===== config.mk =====
export PLATFORM = sky130hd
export DESIGN_NAME = ram_banked
export DESIGN_NICKNAME = d
export VERILOG_FILES = /design/src/rtl/ram_banked.sv
export SDC_FILE = /design/constraint.sdc
export NUM_CORES = 2
export LEC_CHECK = 0
export CAP_MARGIN = 10
export CORE_UTILIZATION = 57
export DETAILED_ROUTE_END_ITERATION = 6
export DONT_BUFFER_PORTS = 1
export PLACE_DENSITY_LB_ADDON = 0.12
export SYNTH_ARGS = -nofsm -noshare
export SYNTH_HDL_FRONTEND = slang
export SYNTH_SLANG_ARGS = --single-unit

===== constraint.sdc =====
create_clock -name clk -period 1.61 [get_ports clk]
set_input_delay 0.2415 -clock clk [delete_from_list [all_inputs] [get_ports clk]]
set_output_delay 0.2415 -clock clk [all_outputs]
set_load 0.05 [all_outputs]

===== src/rtl/ram_banked.sv =====
// Single-port synchronous RAM built from 256x16 banks with a two-stage registered read path.
// Define RAM_CLEAR_EN to zero all banks after reset (busy high, requests blocked meanwhile).
module ram_banked #(
  parameter int unsigned WIDTH      = 16,
  parameter int unsigned ADDR_WIDTH = 8
) (
  input  logic                        clk,
  input  logic                        rst_n,
  input  logic                        req_valid,
  output logic                        req_ready,
  input  logic                        req_we,
  input  logic [(WIDTH+15)/16-1:0]    req_lane_en,
  input  logic [ADDR_WIDTH-1:0]       req_addr,
  input  logic [WIDTH-1:0]            req_din,
  output logic                        rsp_valid,
  output logic [WIDTH-1:0]            rsp_dout,
  output logic                        busy
);

  localparam int unsigned NLANES    = (WIDTH + 15) / 16;
  localparam int unsigned PAD_W     = NLANES * 16;
  localparam int unsigned SEL_WIDTH = (ADDR_WIDTH > 8) ? ADDR_WIDTH - 8 : 0;
  localparam int unsigned NSEL      = 1 << SEL_WIDTH;
  localparam int unsigned SEL_W     = (SEL_WIDTH > 0) ? SEL_WIDTH : 1;
  localparam int unsigned OFF_W     = (ADDR_WIDTH < 8) ? ADDR_WIDTH : 8;

  logic               accept;
  logic               rd_en;
  logic               clearing;
  logic [7:0]         clr_addr;
  logic [7:0]         offset;
  logic [SEL_W-1:0]   sel;
  logic [SEL_W-1:0]   sel_q;
  logic               rd_valid_q;
  logic [7:0]         wr_addr;
  logic [PAD_W-1:0]   din_pad;
  logic [PAD_W-1:0]   wr_data;
  logic [PAD_W-1:0]   mux_pad;
  logic [NSEL*PAD_W-1:0] bank_dout;

`ifdef RAM_CLEAR_EN
  typedef enum logic {StClear, StRun} state_e;

  state_e     state_q;
  logic [7:0] clr_cnt_q;

  always_ff @(posedge clk or negedge rst_n) begin
    if (!rst_n) begin
      state_q   <= StClear;
      clr_cnt_q <= '0;
    end else if (state_q == StClear) begin
      clr_cnt_q <= clr_cnt_q + 8'd1;
      if (clr_cnt_q == 8'hFF) begin
        state_q <= StRun;
      end
    end
  end

  assign clearing = (state_q == StClear);
  assign clr_addr = clr_cnt_q;
`else
  assign clearing = 1'b0;
  assign clr_addr = '0;
`endif

  assign busy      = clearing;
  assign req_ready = ~clearing;
  assign accept    = req_valid & req_ready;
  assign rd_en     = accept & ~req_we;

  always_comb begin
    offset             = '0;
    offset[OFF_W-1:0]  = req_addr[OFF_W-1:0];
    din_pad            = '0;
    din_pad[WIDTH-1:0] = req_din;
  end

  if (ADDR_WIDTH > 8) begin : g_sel
    assign sel = req_addr[ADDR_WIDTH-1:8];
  end else begin : g_nosel
    assign sel = '0;
  end

  // The clear engine takes over the shared write port of every bank at once.
  assign wr_addr = clearing ? clr_addr : offset;
  assign wr_data = clearing ? '0 : din_pad;

  for (genvar s = 0; s < NSEL; s++) begin : g_bank
    for (genvar l = 0; l < NLANES; l++) begin : g_lane
      logic [15:0] mem [256];
      logic [15:0] dout_q;
      logic        we;

      assign we = clearing | (accept & req_we & req_lane_en[l] & (sel == SEL_W'(s)));

      always_ff @(posedge clk) begin
        if (we) begin
          mem[wr_addr] <= wr_data[l*16 +: 16];
        end
        if (rd_en) begin
          dout_q <= mem[offset];
        end
      end

      assign bank_dout[s*PAD_W + l*16 +: 16] = dout_q;
    end
  end

  // Bank select comes from the stage-1 register so it lines up with the BRAM output.
  always_comb begin
    mux_pad = '0;
    for (int s = 0; s < NSEL; s++) begin
      if (sel_q == SEL_W'(s)) begin
        mux_pad = bank_dout[s*PAD_W +: PAD_W];
      end
    end
  end

  if (PAD_W > WIDTH) begin : g_pad
    logic unused_pad;
    assign unused_pad = ^mux_pad[PAD_W-1:WIDTH];
  end

  always_ff @(posedge clk or negedge rst_n) begin
    if (!rst_n) begin
      rd_valid_q <= 1'b0;
      sel_q      <= '0;
      rsp_valid  <= 1'b0;
      rsp_dout   <= '0;
    end else begin
      rd_valid_q <= rd_en;
      if (rd_en) begin
        sel_q <= sel;
      end
      rsp_valid <= rd_valid_q;
      if (rd_valid_q) begin
        rsp_dout <= mux_pad[WIDTH-1:0];
      end
    end
  end

endmodule


**Word level (Yosys, flattened, before mapping)**

Memory sizes are Yosys's and may differ from the RTL's. A register that Yosys moved wholly into a read port is not among the register bits.
Cells that the tools add are included.

- $add $sub $neg: 0
- Multiply operators: 0
- Divide/modulo/power cells: 0
- Order comparisons: 0
- Equal/unequal tests: 0
- Shift operators: 0
- Muxes and demuxes: 2
- Bitwise operators: 4
- Reduce and logical (&&, ||, !) cells: 0

Operators by type and width:

| operator | count |
|---|---|
| bitwise AND 1 bit | 3 |
| 2-to-1 mux 1 bit | 2 |
| inverter 1 bit | 1 |

- Flip-flop bits (word level): 18
- Latch bits: 0
- Memory bits (writable): 4096
- Memory bits (read-only): 0
- Bits of input ports: 29
- Logic and storage cells: 10
- Memories kept: 1

Memory list:

| memory | depth | width | read ports | clocked after Yosys merged registers in | wr ports | line | RTL |
|---|---|---|---|---|---|---|---|
| g_bank[0].g_lane[0].mem | 256 | 16 | 1 | 1 | 1 | 90 | `logic [15:0] mem [256];` |

**Logic depth before layout (Yosys ltp)**

- Depth in word-level cells: 4
- Depth in mapped cells: 9

**Worst setup path before layout**

Ideal clock, no wire load.

- Path kind: input to register
- Start point: in req_addr[1]
- End point: mem g_bank[0].g_lane[0].mem[114][0], enable pin
- Arrival time: 2.459 ns
- Data required time: 1.222 ns
- Path slack: -1.237 ns
- Stages: 9
- Buffers on the path: 5
- Cell sequence: buf_2 > buf_2 > buf_4 > buf_2 > inv_1 > nor3_1 > nand2_1 > buf_2 > nor2_1

RTL lines:

| item | line | RTL |
|---|---|---|
| start: declaration | 13 | `input logic [ADDR_WIDTH-1:0] req_addr,` |
| end: declaration | 90 |  |

No word-level cell before the write port.

==> results.ini <==
[global_routing]
antenna_found_initial=12
grt_pass1_wl_mm=580
grt_overflow_total=0
grt-busiest-layer=met2
met3_usage_pct=5.68
grt_use_met1_pct=44.4
gr-usage-met2_pct=45.3
grt_pass1_vias=76851
grt_max_degree=1028
grtUsageTotal_pct=29.8

[clocking]
htreeDepth=5
clkSinkCount=4130
cts_inserted_buffers=411
tritoncts=yes
cts_max_path_buffers=4
cts.reportedPaths.clkPinSlew_ps=60
clockRootBuffer=clkbuf_16
worst_skew_pair.late_latency_ps=980

[route]
vias=77418
first_pass_iters=6
drc_errors=0
routedWlPerCell_um=36.2
detail-route-antenna-nets=0
wirelength_mm=416
drtIter0Drc=10683
vias_per_cell=6.73

[setup_path]
critPathTopFamily=compound AO/OA/AOI/OAI gates
reg2reg_from=g_bank[0].g_lane[0].mem[26][8]
endpoint=bank_dout[8]
arrival_ps=3260
startpoint_type=flip-flop
required_ps=2320
worst_setup_path_end_kind=flip-flop
cp_num_buf_inv=2
worstPathCellList=mux4_2 -> a22oi_2 -> a21oi_1 -> buf_4 -> o41ai_4 -> buf_6 -> nand4_1
r2r_cells=7
max_stage_delay_ps=570
r2r_slack_ps=-940
cp-startpoint=g_bank[0].g_lane[0].mem[26][8]
worstSetupPathType=reg -> reg
crit_path_max_fanout=1
cp_num_cells=7
slowest_stage=o41ai_4
rr_endpoint=bank_dout[8]

[placed_design]
io_buffers=0
dp_worst_setup_slack_ps=-3970
place_area_um2=169000
place_hpwl_mm=218
dp_cells=10610
gp_congestion=0.835

[floorplan]
core_um2=271000
io_pins=48
row_count=191
die_w_um=525
start_util_pct=57.5
dieArea_um2=276000
fp.dieH_um=525

[min_path]
hold_path.class=in -> reg

[pwr]
p_int_mw=175
p_switching_mw=46.3
fin_total_pwr_mw=221
clkPwrFrac_pct=41.9
p_sw_share_pct=20.9
comb_power_share_pct=4.4
ir_drop_v=0.00120
power_frac_seq_pct=53.6
p_per_area_nw_per_um2=1190
leakage_nw=57.9

[run_status]
outcome=finished, violations left
violations=hold timing, setup timing

[final_layout]
drive_above_1_share_pct=36.7
stdcell_area_um2=186000
fin_cells=11499
fin_util_pct=68.6
fin_nets=7607
areaGrowthSynthToFinish_pct=19.3

[synthesis]
synth.distinct_cells=23
synth_top_area_share_pct=79.1
syn_area_um2=156000
syn_nets=6776
synthCells=6747
yosys-top-cells-area=edfxtp_1 79%, mux4_2 15%, a22oi_1 2.5%
ys_seq_area_share_pct=79.4
synth.largest_area_cell=edfxtp_1
ys_ff_latch=4130
yosysWarnings=0
avgSynthCellArea_um2=23.1

[timing]
period_share_pct=158
finClkSkew_ps=60.4
max_freq_mhz=392
hold_violations=3818
slew_violations=0
setup-tns-final_ps=-20610
period_minus_slack_ps=2550
post-route-worst-setup-slack_ps=-940
slew_headroom_pct=27.8
hold-worst-slack_ps=-605
grt_setup_unrepaired=true
setup_viol=282
worst_slew_pin_slew_ps=1080

[job]
max_cap_viol_count=0

## timing repair
action / CTS / global route
hold endpoints to repair: 4714 / 4097
resized for setup: 238 / 66
pin swaps: 76 / 65
setup endpoints to repair: 4129 / 3874
gates cloned: 27 / 11
hold buffers: 10 / 1
setup buffers: 27 / 51
## cell usage after synthesis
cell type / n
nor3_1: 4
buf_2: 90
or2_2: 1
nand2b_1: 2
mux2_2: 16
inv_1: 2
nor2_1: 259
a22oi_1: 512
nand3_1: 5
conb_1: 2
nand4_1: 16
edfxtp_1: 4112
buf_4: 28
nor2b_1: 7
buf_1: 31
buf_6: 8
a21oi_1: 256
mux4_2: 1024
o41ai_1: 64
nand2_1: 29
dfrtp_1: 18
clkbuf_1: 259
and2_1: 2
## cell usage in the layout (no fill, tap or decap), types with 7 or more instances in the layout
| master | instances |
|---|---|
| a21oi_1 | 182 |
| a21oi_2 | 58 |
| a21oi_4 | 16 |
| a22oi_1 | 428 |
| a22oi_2 | 84 |
| buf_12 | 313 |
| buf_16 | 27 |
| buf_4 | 428 |
| buf_6 | 28 |
| buf_8 | 7 |
| bufbuf_16 | 14 |
| bufinv_16 | 30 |
| clkbuf_1 | 93 |
| clkbuf_16 | 419 |
| clkinv_1 | 92 |
| clkinv_16 | 12 |
| clkinv_2 | 84 |
| clkinvlp_4 | 12 |
| dfrtp_1 | 10 |
| dfrtp_2 | 8 |
| diode_2 | 14 |
| dlygate4sd3_1 | 7 |
| edfxtp_1 | 4112 |
| inv_6 | 7 |
| mux2_2 | 16 |
| mux4_2 | 1024 |
| nand2_2 | 13 |
| nand2_4 | 11 |
| nand4_1 | 16 |
| nor2_1 | 42 |
| nor2_2 | 31 |
| nor2_4 | 186 |
| o41ai_1 | 15 |
| o41ai_2 | 31 |
| o41ai_4 | 18 |
## power by group through the flow
stage               Combinational (mW)  Clock [mW]  Sequential [mW]
global placement                  8.09           0              121
floorplan                         5.13           0              121
CTS                               9.01        93.5              119
finish                            9.80        92.6              119
global route                      10.2        97.6              118
detailed placement                8.11           0              121
## registers in the layout (all words and copies together), names as in the netlist
| register | flops |
|---|---|
| bank_dout | 16 |
| rsp_dout | 16 |
| rsp_valid | 1 |
| g_bank.g_lane.mem | 4096 |
| rd_valid_q | 1 |
## cells by family after synthesis
logic type      count (synthesis)  synth area share [%]
simple gates                  325                 0.834
flops                        4130                  79.4
mux                          1040                  14.9
compound gates                832                  3.64
other cells                     2               0.00481
buf+inv                       418                  1.18
## worst register-to-register path: stages (launching register included)
cell	delay (ps)
edfxtp_1	390
mux4_2	500
a22oi_2	230
a21oi_1	110
buf_4	180
o41ai_4	580
buf_6	240
nand4_1	110
## routing by layer
layer  vias to the layer above  wire length, um
met2                      4193           195000
met4                         4            14800
met1                     41713           164000
met5                         -               25
met3                       650            41600
li1                      30858                -
## worst min path at each step
stage	slack, ps	end	start	cells past startpoint
floorplan	-50	rd_valid_q	rst_n	0
global placement	-50	rsp_valid	rst_n	0
detailed placement	-50	rsp_valid	rst_n	0
CTS	-650	g_bank[0].g_lane[0].mem[252][0]	req_din[0]	0
global route	-640	g_bank[0].g_lane[0].mem[254][0]	req_din[0]	0
finish	-610	g_bank[0].g_lane[0].mem[252][0]	req_din[0]	0
## area by class of cell
| cell class | instances | area (um2) |
|---|---|---|
| antenna | 14 | 35.0 |
| clock buffer | 504 | 10600 |
| clock inverter | 246 | 2340 |
| fill | 16358 | 85300 |
| inverter | 2 | 15.0 |
| multi-input combinational | 2199 | 33300 |
| sequential | 4130 | 124000 |
| tap | 3570 | 4470 |
| timing repair buffer | 834 | 11400 |
Power figures use the tool's default switching activity.
